## src/rtl/seq_divider_32bit.sv

```systemverilog
// Sequential 32-bit restoring divider, signed and unsigned.
// One quotient bit per cycle; zero-divisor and overflow finish early.
module seq_divider_32bit (
  input  logic        clk,
  input  logic        rst_n,
  input  logic        start,
  input  logic        is_signed,
  input  logic [31:0] a,
  input  logic [31:0] b,
  output logic        busy,
  output logic        done,
  output logic [31:0] q,
  output logic [31:0] r
);

  typedef enum logic [1:0] {
    IDLE = 2'd0,
    CALC = 2'd1,
    DONE = 2'd2
  } state_t;

  state_t      state_q, state_d;
  logic [31:0] rem_q, rem_d;
  logic [31:0] quo_q, quo_d;
  logic [31:0] dvs_q, dvs_d;
  logic [4:0]  cnt_q, cnt_d;
  logic        neg_q_q, neg_q_d;
  logic        neg_r_q, neg_r_d;
  logic [31:0] q_q, q_d;
  logic [31:0] r_q, r_d;

  logic [32:0] sh;
  logic [32:0] diff;
  logic [31:0] rem_n;
  logic [31:0] quo_n;
  logic [31:0] abs_a;
  logic [31:0] abs_b;
  logic        ovf;

  // Next-state, datapath step and result formatting.
  always_comb begin
    state_d = state_q;
    rem_d   = rem_q;
    quo_d   = quo_q;
    dvs_d   = dvs_q;
    cnt_d   = cnt_q;
    neg_q_d = neg_q_q;
    neg_r_d = neg_r_q;
    q_d     = q_q;
    r_d     = r_q;

    sh    = {rem_q, quo_q[31]};
    diff  = sh - {1'b0, dvs_q};
    rem_n = diff[32] ? sh[31:0] : diff[31:0];
    quo_n = {quo_q[30:0], ~diff[32]};

    abs_a = (is_signed && a[31]) ? -a : a;
    abs_b = (is_signed && b[31]) ? -b : b;
    ovf   = is_signed && (a == 32'h8000_0000)
            && (b == 32'hFFFF_FFFF);

    unique case (state_q)
      IDLE: begin
        if (start) begin
          neg_q_d = is_signed && (a[31] ^ b[31]);
          neg_r_d = is_signed && a[31];
          if (b == 32'd0) begin
            q_d     = 32'hFFFF_FFFF;
            r_d     = a;
            state_d = DONE;
          end else if (ovf) begin
            q_d     = 32'h8000_0000;
            r_d     = 32'd0;
            state_d = DONE;
          end else begin
            rem_d   = 32'd0;
            quo_d   = abs_a;
            dvs_d   = abs_b;
            cnt_d   = 5'd0;
            state_d = CALC;
          end
        end
      end
      CALC: begin
        rem_d = rem_n;
        quo_d = quo_n;
        cnt_d = cnt_q + 5'd1;
        if (cnt_q == 5'd31) begin
          q_d     = neg_q_q ? -quo_n : quo_n;
          r_d     = neg_r_q ? -rem_n : rem_n;
          state_d = DONE;
        end
      end
      DONE: begin
        state_d = IDLE;
      end
      default: begin
        state_d = IDLE;
      end
    endcase
  end

  // State and datapath registers, cleared asynchronously.
  always_ff @(posedge clk or negedge rst_n) begin
    if (!rst_n) begin
      state_q <= IDLE;
      rem_q   <= 32'd0;
      quo_q   <= 32'd0;
      dvs_q   <= 32'd0;
      cnt_q   <= 5'd0;
      neg_q_q <= 1'b0;
      neg_r_q <= 1'b0;
      q_q     <= 32'd0;
      r_q     <= 32'd0;
    end else begin
      state_q <= state_d;
      rem_q   <= rem_d;
      quo_q   <= quo_d;
      dvs_q   <= dvs_d;
      cnt_q   <= cnt_d;
      neg_q_q <= neg_q_d;
      neg_r_q <= neg_r_d;
      q_q     <= q_d;
      r_q     <= r_d;
    end
  end

  assign busy = (state_q != IDLE);
  assign done = (state_q == DONE);
  assign q    = q_q;
  assign r    = r_q;

endmodule

```

## config.mk

```make
export PLATFORM = sky130hd
export DESIGN_NAME = seq_divider_32bit
export DESIGN_NICKNAME = d
export VERILOG_FILES = /design/src/rtl/seq_divider_32bit.sv
export SDC_FILE = /design/constraint.sdc
export NUM_CORES = 1
export LEC_CHECK = 0
export ABC_CLOCK_PERIOD_IN_PS = 9170
export BUFFER_PORTS_ARGS = -buffer_cell sky130_fd_sc_hd__buf_4
export CAP_MARGIN = 20
export CORE_MARGIN = 3
export CORE_UTILIZATION = 30
export DETAILED_ROUTE_END_ITERATION = 8
export PLACE_DENSITY = 0.48
export REMOVE_ABC_BUFFERS = 1
export SKIP_CTS_REPAIR_TIMING = 1
export SYNTH_ARGS = -nofsm -noshare
export SYNTH_HDL_FRONTEND = slang
export SYNTH_SLANG_ARGS = --single-unit
export TNS_END_PERCENT = 30
```

## constraint.sdc

```tcl
create_clock -name clk -period 9.17 [get_ports clk]
set_clock_uncertainty 0.2 [all_clocks]
set_input_delay 0.917 -clock clk [delete_from_list [all_inputs] [get_ports clk]]
set_output_delay 0.917 -clock clk [all_outputs]
set_load 0.01 [all_outputs]
```

==> flow_metrics.tcl <==
set metrics [dict create \
    status "finished, final reports clean" \
    synthTopCellsByCount "nand2_1 (229), o21ai_0 (200), dfrtp_1 (169), nor2_1 (121), a21oi_1 (111)" \
    grt_usage_pct 18.9 \
    ant_nets 0 \
    synth-simple-area-share_pct 19.8 \
    yosysSeqAreaShare_pct 33.0 \
    row_count 75 \
    design_area_um2 14800 \
    fin_cells 2251 \
    layout.nets 1807 \
    finalSetupViolCount 0 \
    cts_max_level 4 \
    required_ns 9.34 \
    routed_wl_um 42700 \
    p_total_mw 6.59 \
    synth_top_family_by_area "compound AO/OA/AOI/OAI gates" \
    muxShareOfSynthArea_pct 2.09 \
    yosys-top-cells-area "dfrtp_1 (33%), o21ai_0 (7.8%), nand2_1 (6.7%)" \
    dpl.hpwl_um 32300 \
    drt-pass1-iter-count 5 \
    max_cap_violations 0 \
    critPathMaxStageDelay_ns 0.61 \
    synth_flop_cell "dfrtp_1" \
    cp_cell_sequence "inv_1 -> ha_1 -> fa_1 -> nand2b_1 -> a211oi_4 -> o211ai_2 -> a2111oi_4 -> o21a_2 -> nor2_4 -> buf_4 -> inv_2 -> nor2_1 -> a21oi_1 -> ha_1 -> nand2_1 -> nor3_1 -> nor4b_1 -> and4_1 -> a21oi_1 -> nor4_1 -> a31oi_1 -> xor2_1 -> a31oi_1" \
    whs_ns 0.267 \
    drive_gt1_share_pct 13.1 \
    io_pins 134 \
    synth_xor_area_share_pct 9.36 \
    syn_inst 1636 \
    clockBufferDepth 2 \
    synth_cell_types 83 \
    drtIter0Drc 718 \
    synth_edf_count 0 \
    overflow 0 \
    cpMaxStageDelayCell "inv_2" \
    via_per_inst 5.35 \
    place_area_um2 14200 \
    core_area_um2 42100 \
    final-hold-violation-count 0 \
    numClockSinks 169 \
    worstPathMaxFanout 41 \
    cts_root_buffer "clkbuf_16" \
    ir_drop_v 0.000195 \
    synth_warnings 0 \
    fp.dieArea_um2 45300 \
    wl_per_cell_um 19.0 \
    clkTransAtPathRegs_ns 0.07 \
    antenna_found_initial 0 \
    grt_pass1_wl_um 67200 \
    gp_congestion 0.914 \
    tightest_slew_ns 1.04 \
    drcViolationCount 0 \
    post-route-period-util_pct 71.8 \
    syn-cell-area_um2 12800 \
    synth_top_cell_by_area "dfrtp_1" \
    synth.ff_latch_count 169 \
    die_w_um 213 \
    async_flop_share_pct 100 \
    synth_compound_area_share_pct 26.9 \
    crit_arrival_ns 6.76 \
    clkLatencyLatePin_ns 0.45 \
    grt_setup_unrepaired "false" \
    tns_ns 0 \
    leakage_nw 6.11 \
    numCtsBuffers 17 \
    crit_type "reg2reg" \
    cellPowerDensity_nw_per_um2 444 \
    finalCriticalPeriod_ns 6.59 \
    num_vias 12000 \
    grt_max_degree 79 \
    dp.cells 2219 \
    hp-class "in2async" \
    grt_pass1_vias 11400 \
    finalMaxSlewViolations 0 \
    area_delta_synth_final_pct 15.7 \
    relSlewSlack_pct 29.9 \
    portBuffers 133 \
    yosysTopAreaCellShare_pct 33.0 \
    cts_tree "yes" \
    start_util_pct 30.4 \
    cp-start-kind "flop" \
    synth.most_common_cell "nand2_1" \
    fmax_mhz 152 \
    synth-adder-area-share_pct 3.96 \
    end_kind "flop" \
    diodes 0 \
    die_h_um 213 \
    syn_area_per_cell_um2 7.84 \
]
==> metal layers <==
| metal | wire length [um] | global-route usage [%] |
|---|---|---|
| met5 | 0 | 0 |
| met4 | 516 | 4.01 |
| met3 | 1950 | 3.42 |
| met2 | 19700 | 30.0 |
| met1 | 20600 | 27.0 |
==> cell families after synthesis <==
family | count (synthesis)
compound gates | 555
simple gates | 549
flops | 169
buf+inv | 160
xor+xnor | 137
fa+ha+maj | 40
mux | 26
==> through the flow <==
stage	utilization [%]	setup WS [ns]
after floorplan	-	-1.34
after global placement	33.8	2.79
after detailed placement	33.8	2.68
after CTS	35.2	2.64
after global routing	35.2	2.19
final	35.2	2.58
==> critical path: cells and delay by family (launching register included) <==
family	cells	cell delay, ns
AND/OR/NAND/NOR	8	1.74
adder cells (fa/ha/maj)	3	0.94
AO/OA/AOI/OAI	8	2.07
flip-flops	1	0.37
buffers and inverters	3	0.98
XOR/XNOR	1	0.17
==> cells in the final DEF, fill, tap and decap left out, types with 22 or more instances in the layout <==
cell and n:
dfrtp_1 169, nand3_1 35, nor2_1 121, a31oi_1 31, or3_1 22, a22oi_1 37, xnor2_1 79, o31ai_1 28
a21oi_1 111, xor2_1 58, inv_1 52, nor3_1 35, o22ai_1 27, buf_4 149, nand2_1 229, o21ai_0 200
ha_1 39
==> area by class of cell <==
type / instances / area (um2)
clock buffers: 20 / 447
clock inverters: 12 / 163
fillers: 4493 / 27300
inverters: 54 / 203
multi-input cells: 1307 / 8000
flip-flops and latches: 169 / 4230
well taps: 539 / 674
repair buffers: 150 / 1130
==> flip-flops by register name (all words and copies together), names as in the netlist <==
name / count
quo_q: 32
neg_q_q: 1
rem_q: 32
state_q: 2
r: 32
q: 32
cnt_q: 5
neg_r_q: 1
dvs_q: 32
==> worst paths after layout <==
kind	from	cells after the start	to	slack, ns
setup / recovery	quo_q[31]$_DFFE_PN0P_	23	r[30]$_DFFE_PN0P_	2.58
hold / removal	rst_n	1	dvs_q[26]$_DFFE_PN0P_	0.27
setup reg to reg	quo_q[31]$_DFFE_PN0P_	23	r[30]$_DFFE_PN0P_	2.58
hold reg to reg	q[29]$_DFFE_PN0P_	2	q[29]$_DFFE_PN0P_	0.27
max in group asynchronous	rst_n	3	rem_q[9]$_DFFE_PN0P_	6.56
min in group clk	q[29]$_DFFE_PN0P_	2	q[29]$_DFFE_PN0P_	0.27
==> power breakdown <==
group / switching, mW / leakage [nW] / total (mW) / internal, mW
Sequential: 0.347 / 2.07 / 1.41 / 1.07
Combinational: 2.74 / 3.74 / 4.39 / 1.65
Clock: 0.341 / 0.303 / 0.783 / 0.442
Power figures use the tool's default switching activity.
